==> config.mk <==
export PLATFORM = sky130hd
export DESIGN_NAME = multi_cycle_control_fsm
export DESIGN_NICKNAME = d
export VERILOG_FILES = /design/src/rtl/multi_cycle_control_fsm.sv
export SDC_FILE = /design/constraint.sdc
export NUM_CORES = 1
export LEC_CHECK = 0
export ABC_AREA = 1
export BUFFER_PORTS_ARGS = -buffer_cell sky130_fd_sc_hd__buf_4
export CAP_MARGIN = 40
export CORE_MARGIN = 2
export CORE_UTILIZATION = 49
export DETAILED_ROUTE_END_ITERATION = 8
export GPL_TIMING_DRIVEN = 0
export MAX_ROUTING_LAYER = met4
export PLACE_DENSITY_LB_ADDON = 0.05
export SKIP_LAST_GASP = 1
export SYNTH_ARGS = -nofsm -noshare
export SYNTH_HDL_FRONTEND = slang
export SYNTH_SLANG_ARGS = --single-unit
==> constraint.sdc <==
create_clock -name CLK -period 1.4 [get_ports CLK]
set_input_delay 0 -clock CLK [delete_from_list [all_inputs] [get_ports CLK]]
set_output_delay 0 -clock CLK [all_outputs]
set_load 0.01 [all_outputs]
==> src/rtl/multi_cycle_control_fsm.sv <==
// Sequencing controller for the multi-cycle CPU: Moore FSM stepping IF/ID/EXE/MEM/WB plus opcode decode.
// Optional feature macro HALT_CTRL_EN: the halt opcode parks the FSM in HALT until Reset.
module multi_cycle_control_fsm #(
    parameter int OP_W  = 6,
    parameter int CNT_W = 32
) (
    input  logic             CLK,
    input  logic             Reset,
    input  logic [OP_W-1:0]  op,
    input  logic             zero,
    input  logic             sign,
    output logic [2:0]       state,
    output logic             PCWre,
    output logic             IRWre,
    output logic             ALUSrcA,
    output logic             ALUSrcB,
    output logic             DBDataSrc,
    output logic             RegWre,
    output logic             WrRegDSrc,
    output logic             mRD,
    output logic             mWR,
    output logic [1:0]       RegDst,
    output logic             ExtSel,
    output logic [1:0]       PCSrc,
    output logic [2:0]       ALUOp,
    output logic [CNT_W-1:0] InsCount
);
    localparam logic [OP_W-1:0] OP_ADD   = 6'b000000;
    localparam logic [OP_W-1:0] OP_SUB   = 6'b000001;
    localparam logic [OP_W-1:0] OP_ADDIU = 6'b000010;
    localparam logic [OP_W-1:0] OP_AND   = 6'b010000;
    localparam logic [OP_W-1:0] OP_ANDI  = 6'b010001;
    localparam logic [OP_W-1:0] OP_ORI   = 6'b010010;
    localparam logic [OP_W-1:0] OP_XORI  = 6'b010011;
    localparam logic [OP_W-1:0] OP_SLL   = 6'b011000;
    localparam logic [OP_W-1:0] OP_SLTI  = 6'b100110;
    localparam logic [OP_W-1:0] OP_SLT   = 6'b100111;
    localparam logic [OP_W-1:0] OP_SW    = 6'b110000;
    localparam logic [OP_W-1:0] OP_LW    = 6'b110001;
    localparam logic [OP_W-1:0] OP_BEQ   = 6'b110100;
    localparam logic [OP_W-1:0] OP_BNE   = 6'b110101;
    localparam logic [OP_W-1:0] OP_BLTZ  = 6'b110110;
    localparam logic [OP_W-1:0] OP_J     = 6'b111000;
    localparam logic [OP_W-1:0] OP_JR    = 6'b111001;
    localparam logic [OP_W-1:0] OP_JAL   = 6'b111010;

    typedef enum logic [2:0] {
        S_IF     = 3'b000,
        S_ID     = 3'b001,
        S_EXE_LS = 3'b010,
        S_MEM    = 3'b011,
        S_WB_LD  = 3'b100,
        S_EXE_BR = 3'b101,
        S_EXE_AL = 3'b110,
        S_WB_AL  = 3'b111
    } state_t;

    state_t     cur;
    logic       halted;
    logic       haltReq;
    logic       isAlu, isBranch, isLs, isJump, isJal, isJr, isLw, isSw, brTaken;
    logic       decSrcA, decSrcB, decZeroExt;
    logic [1:0] decRegDst;
    logic [2:0] decAluOp;

`ifdef HALT_CTRL_EN
    localparam logic [OP_W-1:0] OP_HALT = 6'b111111;
    assign haltReq = (op == OP_HALT);
`else
    assign haltReq = 1'b0;
    assign halted  = 1'b0;
`endif

    // HALT shares encoding 111 with WB_AL; the halted flag disambiguates.
    assign state = halted ? 3'b111 : cur;

    always_comb begin
        isAlu = 1'b0; isBranch = 1'b0; isLs = 1'b0; isJump = 1'b0;
        isJal = 1'b0; isJr = 1'b0; isLw = 1'b0; isSw = 1'b0; brTaken = 1'b0;
        decSrcA = 1'b0; decSrcB = 1'b0; decZeroExt = 1'b0;
        decRegDst = 2'b00; decAluOp = 3'b000;
        case (op)
            OP_ADD:   begin isAlu = 1'b1; decRegDst = 2'b10; end
            OP_SUB:   begin isAlu = 1'b1; decRegDst = 2'b10; decAluOp = 3'b001; end
            OP_ADDIU: begin isAlu = 1'b1; decRegDst = 2'b01; decSrcB = 1'b1; end
            OP_AND:   begin isAlu = 1'b1; decRegDst = 2'b10; decAluOp = 3'b100; end
            OP_ANDI:  begin isAlu = 1'b1; decRegDst = 2'b01; decSrcB = 1'b1; decZeroExt = 1'b1; decAluOp = 3'b100; end
            OP_ORI:   begin isAlu = 1'b1; decRegDst = 2'b01; decSrcB = 1'b1; decZeroExt = 1'b1; decAluOp = 3'b011; end
            OP_XORI:  begin isAlu = 1'b1; decRegDst = 2'b01; decSrcB = 1'b1; decZeroExt = 1'b1; decAluOp = 3'b111; end
            OP_SLL:   begin isAlu = 1'b1; decRegDst = 2'b10; decSrcA = 1'b1; decAluOp = 3'b010; end
            OP_SLTI:  begin isAlu = 1'b1; decRegDst = 2'b01; decSrcB = 1'b1; decAluOp = 3'b110; end
            OP_SLT:   begin isAlu = 1'b1; decRegDst = 2'b10; decAluOp = 3'b110; end
            OP_SW:    begin isLs = 1'b1; isSw = 1'b1; decSrcB = 1'b1; end
            OP_LW:    begin isLs = 1'b1; isLw = 1'b1; decSrcB = 1'b1; decRegDst = 2'b01; end
            OP_BEQ:   begin isBranch = 1'b1; decAluOp = 3'b001; brTaken = zero; end
            OP_BNE:   begin isBranch = 1'b1; decAluOp = 3'b001; brTaken = ~zero; end
            OP_BLTZ:  begin isBranch = 1'b1; brTaken = sign; end
            OP_J:     isJump = 1'b1;
            OP_JR:    begin isJump = 1'b1; isJr = 1'b1; end
            OP_JAL:   begin isJump = 1'b1; isJal = 1'b1; end
            default:  ;
        endcase
    end

    always_ff @(posedge CLK or negedge Reset) begin
        if (!Reset) begin
            cur      <= S_IF;
            InsCount <= '0;
`ifdef HALT_CTRL_EN
            halted   <= 1'b0;
`endif
        end else begin
            if (PCWre) InsCount <= InsCount + CNT_W'(1);
            if (!halted) begin
                case (cur)
                    S_IF:     cur <= S_ID;
                    S_ID: begin
                        if (isBranch)      cur <= S_EXE_BR;
                        else if (isLs)     cur <= S_EXE_LS;
                        else if (isAlu)    cur <= S_EXE_AL;
                        else if (!haltReq) cur <= S_IF;
`ifdef HALT_CTRL_EN
                        if (haltReq) halted <= 1'b1;
`endif
                    end
                    S_EXE_AL: cur <= S_WB_AL;
                    S_EXE_LS: cur <= S_MEM;
                    S_MEM:    cur <= isLw ? S_WB_LD : S_IF;
                    default:  cur <= S_IF;
                endcase
            end
        end
    end

    always_comb begin
        PCWre = 1'b0; IRWre = 1'b0; ALUSrcA = 1'b0; ALUSrcB = 1'b0;
        DBDataSrc = 1'b0; RegWre = 1'b0; WrRegDSrc = 1'b0; mRD = 1'b0; mWR = 1'b0;
        RegDst = 2'b00; ExtSel = 1'b0; PCSrc = 2'b00; ALUOp = 3'b000;
        // Decode fields only reflect the instruction once IR holds it (after IF).
        if (!halted && cur != S_IF) begin
            ALUSrcA   = decSrcA;
            ALUSrcB   = decSrcB;
            ExtSel    = ~decZeroExt;
            ALUOp     = decAluOp;
            RegDst    = decRegDst;
            DBDataSrc = isLw;
        end
        if (!halted) begin
            case (cur)
                S_IF: IRWre = 1'b1;
                S_ID: begin
                    PCWre  = ~(isAlu | isBranch | isLs | haltReq);
                    RegWre = isJal;
                    if (isJr)        PCSrc = 2'b10;
                    else if (isJump) PCSrc = 2'b11;
                end
                S_EXE_BR: begin
                    PCWre = 1'b1;
                    PCSrc = brTaken ? 2'b01 : 2'b00;
                end
                S_MEM: begin
                    mRD   = isLw;
                    mWR   = isSw;
                    PCWre = isSw;
                end
                S_WB_AL, S_WB_LD: begin
                    RegWre    = 1'b1;
                    WrRegDSrc = 1'b1;
                    PCWre     = 1'b1;
                end
                default: ;
            endcase
        end
    end
endmodule
==> results by group <==
Status
  – Outcome: complete, but fails checks
  – Failing checks: setup timing

STA
  – Final WS setup: -0.156 ns
  – Final Slew Violations: 0
  – Tmin final: between 1.5 and 2 ns
  – Final Hold Viols: 0
  – Max Clk Rate: 0.643 GHz
  – Setup violations, final: 43
  – Skew final: slightly above 0.008 ns
  – Final hold slack: a little over 0.2 ns
  – Period Utilization, post-route: 111%
  – Worst slew pin tran: between 0.4 and 0.5 ns
  – RSZ-0062 raised after global routing: yes
  – Slew headroom: between 70% and 80%
  – Post-Route Setup TNS: -3.77 ns

Yosys
  – Mapped Area: between 0.002 and 0.003 mm²
  – Synth cell types: 27
  – Yosys top cell by area: dfrtp_1
  – Syn_area_per_cell: 6.37 µm²
  – Synth top area share: between 30 and 40%
  – Sequential cell area fraction in the yosys report: approximately a third
  – Syn_nets: roughly 430
  – FF+latch count, synth: 35
  – Yosys warns: 0
  – Synth area leaders: dfrtp_1, nand2_1, nand3_1, nor2_1, xor2_1
  – Post-Synthesis Cells: between 400 and 500

Placement
  – Post-DP Area: around 0.0033 mm²
  – RePlAce Congestion: around 0.95
  – DP HPWL: 5590 µm
  – Port bufs: just over 60

Final layout
  – P&R area growth vs syn: 47.6%
  – Reg area: roughly 900 µm²
  – Fin nets: between 500 and 600
  – Most frequent cells in the layout: nand2_1, buf_4, nand3_1
  – Fillers: approximately 410
  – Share of cells above drive strength 1: between 30% and 40%
  – Commonest non-fill, non-tap cell in the layout: nand2_1
  – Multi-input gate area: about 0.0019 mm²
  – Ant diodes: 0
  – Final Cell Area: just under 0.004 mm²

Route
  – Via count: 3161
  – DRT Pass-1 Iters: 5
  – DR WL/cell: 14.5 µm
  – Final ANT Viol Nets: 0
  – Routed WL: 8560 µm
  – DRC Markers: 0
  – DR vias/cell: 5.35
  – DRT iter0 DRCs: between 200 and 300

Floorplan
  – I/O pin cnt: 62
  – Row count: 26
  – Initial Utilization: between 50% and 60%
  – Core ar.: ~0.0052 mm²
  – Die Width: between 70 and 80 µm
  – Die area: around 0.006 mm²
  – Die outline height: between 70 and 80 µm

Clock network
  – Max H-tree Level: 2
  – CTS tree: yes
  – CTS Buf Count: 5
  – CTS clock-pin slew for the worst setup and hold paths: 0.07 ns
  – Clk root buf: clkbuf_8
  – Clk sinks: 35
  – Longest Clk Path Bufs: 2
  – Clock Latency Late Sink: ~0.28 ns

Setup path
  – RR Startpoint: state[1]
  – Critical path cell sequence: inv_2 > nand2_4 > nor2_4 > nand2_2 > inv_2 > nand4_4 > nand2_4 > buf_6 > buf_6
  – Crit Path Category: reg2out
  – Crit path from: state[1]
  – FF-to-FF setup slack: -0.13 ns
  – CP endpoint kind: output port
  – CP delay by family, top: flip-flops
  – CP Max Fanout: 5
  – Reg2Reg Depth: 11
  – Cell depth of the worst setup path: 9
  – Slowest stage cell, crit path: dfrtp_1
  – Crit path to: PCWre
  – CP Buf/Inv Count: 4
  – RR Endpoint: InsCount[5]
  – Slowest stage delay, CP: 0.44 ns
  – Required time of the critical path: about 1.4 ns
  – Worst Path Arrival: 1.56 ns
  – CP Launch Type: flip-flop

Global route
  – Gr ovfl total: 0
  – Vias in the first global route: 2764
  – Initial antenna violation count: 0
  – First-pass GRT wire length: between 10000 and 15000 µm
  – Pin count of the biggest net entering global routing: 36
  – All-Layer GR Usage: 27.8%

Power and ir drop
  – Pwr/cell area: ~1400 mW/mm²
  – Leak: 1.93 nW
  – Tot Pwr: between 5 and 6 mW
  – Peak supply drop: approximately 1.6 mV

Job
  – Number of max-cap violations: 0

Min path
  – Hold Crit Class: in2async
-- Yosys cell counts --
cell type and instances:
nand2_4 1, o22ai_1 1, xor2_1 13, buf_6 3
nor2_4 1, or2_2 1, nand4_1 3, o21ai_0 3
nand2_1 166, xnor2_1 8, a22oi_1 1, inv_2 7
nand3b_1 6, inv_1 23, a41oi_1 3, nor3_1 5
buf_2 6, nand4_4 1, a21oi_1 3, dfrtp_1 35
nand3_1 52, ha_1 1, nor3b_1 1, nand3_2 1
nor3_2 1, nor2_1 62, nor2_2 8
-- layout make-up --
class / instances / area share (%)
Clock inverter: 1 / 0.128
Tap cell: 70 / 2.24
Sequential cell: 35 / 23.0
Timing Repair Buffer: 98 / 19.8
Multi-Input combinational cell: 343 / 47.4
Inverter: 30 / 2.94
Clock buffer: 7 / 2.21
Buffer: 7 / 2.33
-- metrics by stage --
| stage | setup WS, ns | std cells | util [%] |
|---|---|---|---|
| 6_report | -0.156 | 591 | 75.6 |
| 5_1_grt | -0.234 | 591 | 75.6 |
| 4_1_cts | -0.0905 | 580 | 70.4 |
| 3_5_place_dp | -0.235 | 547 | 63.0 |
| 3_3_place_gp | -0.248 | 547 | 63.0 |
| 2_1_floorplan | -0.0214 | 416 | - |
-- cell families after synthesis --
family	synth area share, %
adder cells (fa/ha/maj)	0.472
buffers and inverters	6.65
AND/OR/NAND/NOR	50.3
XOR/XNOR	6.94
AO/OA/AOI/OAI	2.64
flip-flops	33.0
-- power breakdown --
part / total [mW] / switching, mW / internal, mW / leakage (nW)
registers: 1.30 / 0.174 / 1.13 / 0.452
clock network: 0.762 / 0.365 / 0.397 / 0.0482
logic: 3.27 / 1.72 / 1.55 / 1.43
total: 5.33 / 2.25 / 3.08 / 1.93
-- registers in the layout, summed over array words and instances, names as in the netlist --
register and count:
state 3, InsCount 32
-- per-layer routing --
| layer | vias up | GRT usage (%) | share of wire [%] |
|---|---|---|---|
| met5 | - | - | 0 |
| met4 | 0 | 6.96 | 2.9 |
| met3 | 31 | 4.07 | 6.4 |
| met2 | 149 | 44.7 | 48 |
| met1 | 1453 | 37.2 | 43 |
| li1 | 1528 | - | - |
-- how the worst min path moves through the flow --
stage | start | to | slack [ns]
2_1_floorplan | Reset | InsCount[0] | -0.30
3_3_place_gp | Reset | InsCount[6] | -0.03
3_5_place_dp | Reset | InsCount[3] | -0.02
4_1_cts | op[3] | state[0] | 0.15
5_1_grt | Reset | state[0] | 0.25
6_report | Reset | InsCount[3] | 0.21
-- timing repair --
item                                    4_1_cts  5_1_grt
hold buffers                                  1        0
pin swaps                                    10       19
endpoints found under the hold margin        35        0
resized for setup                            31       55
endpoints found under the setup margin       43       48
gates cloned                                  0        2
buffers inserted                             24       11
Note: power is estimated with default switching activity, not from simulation.
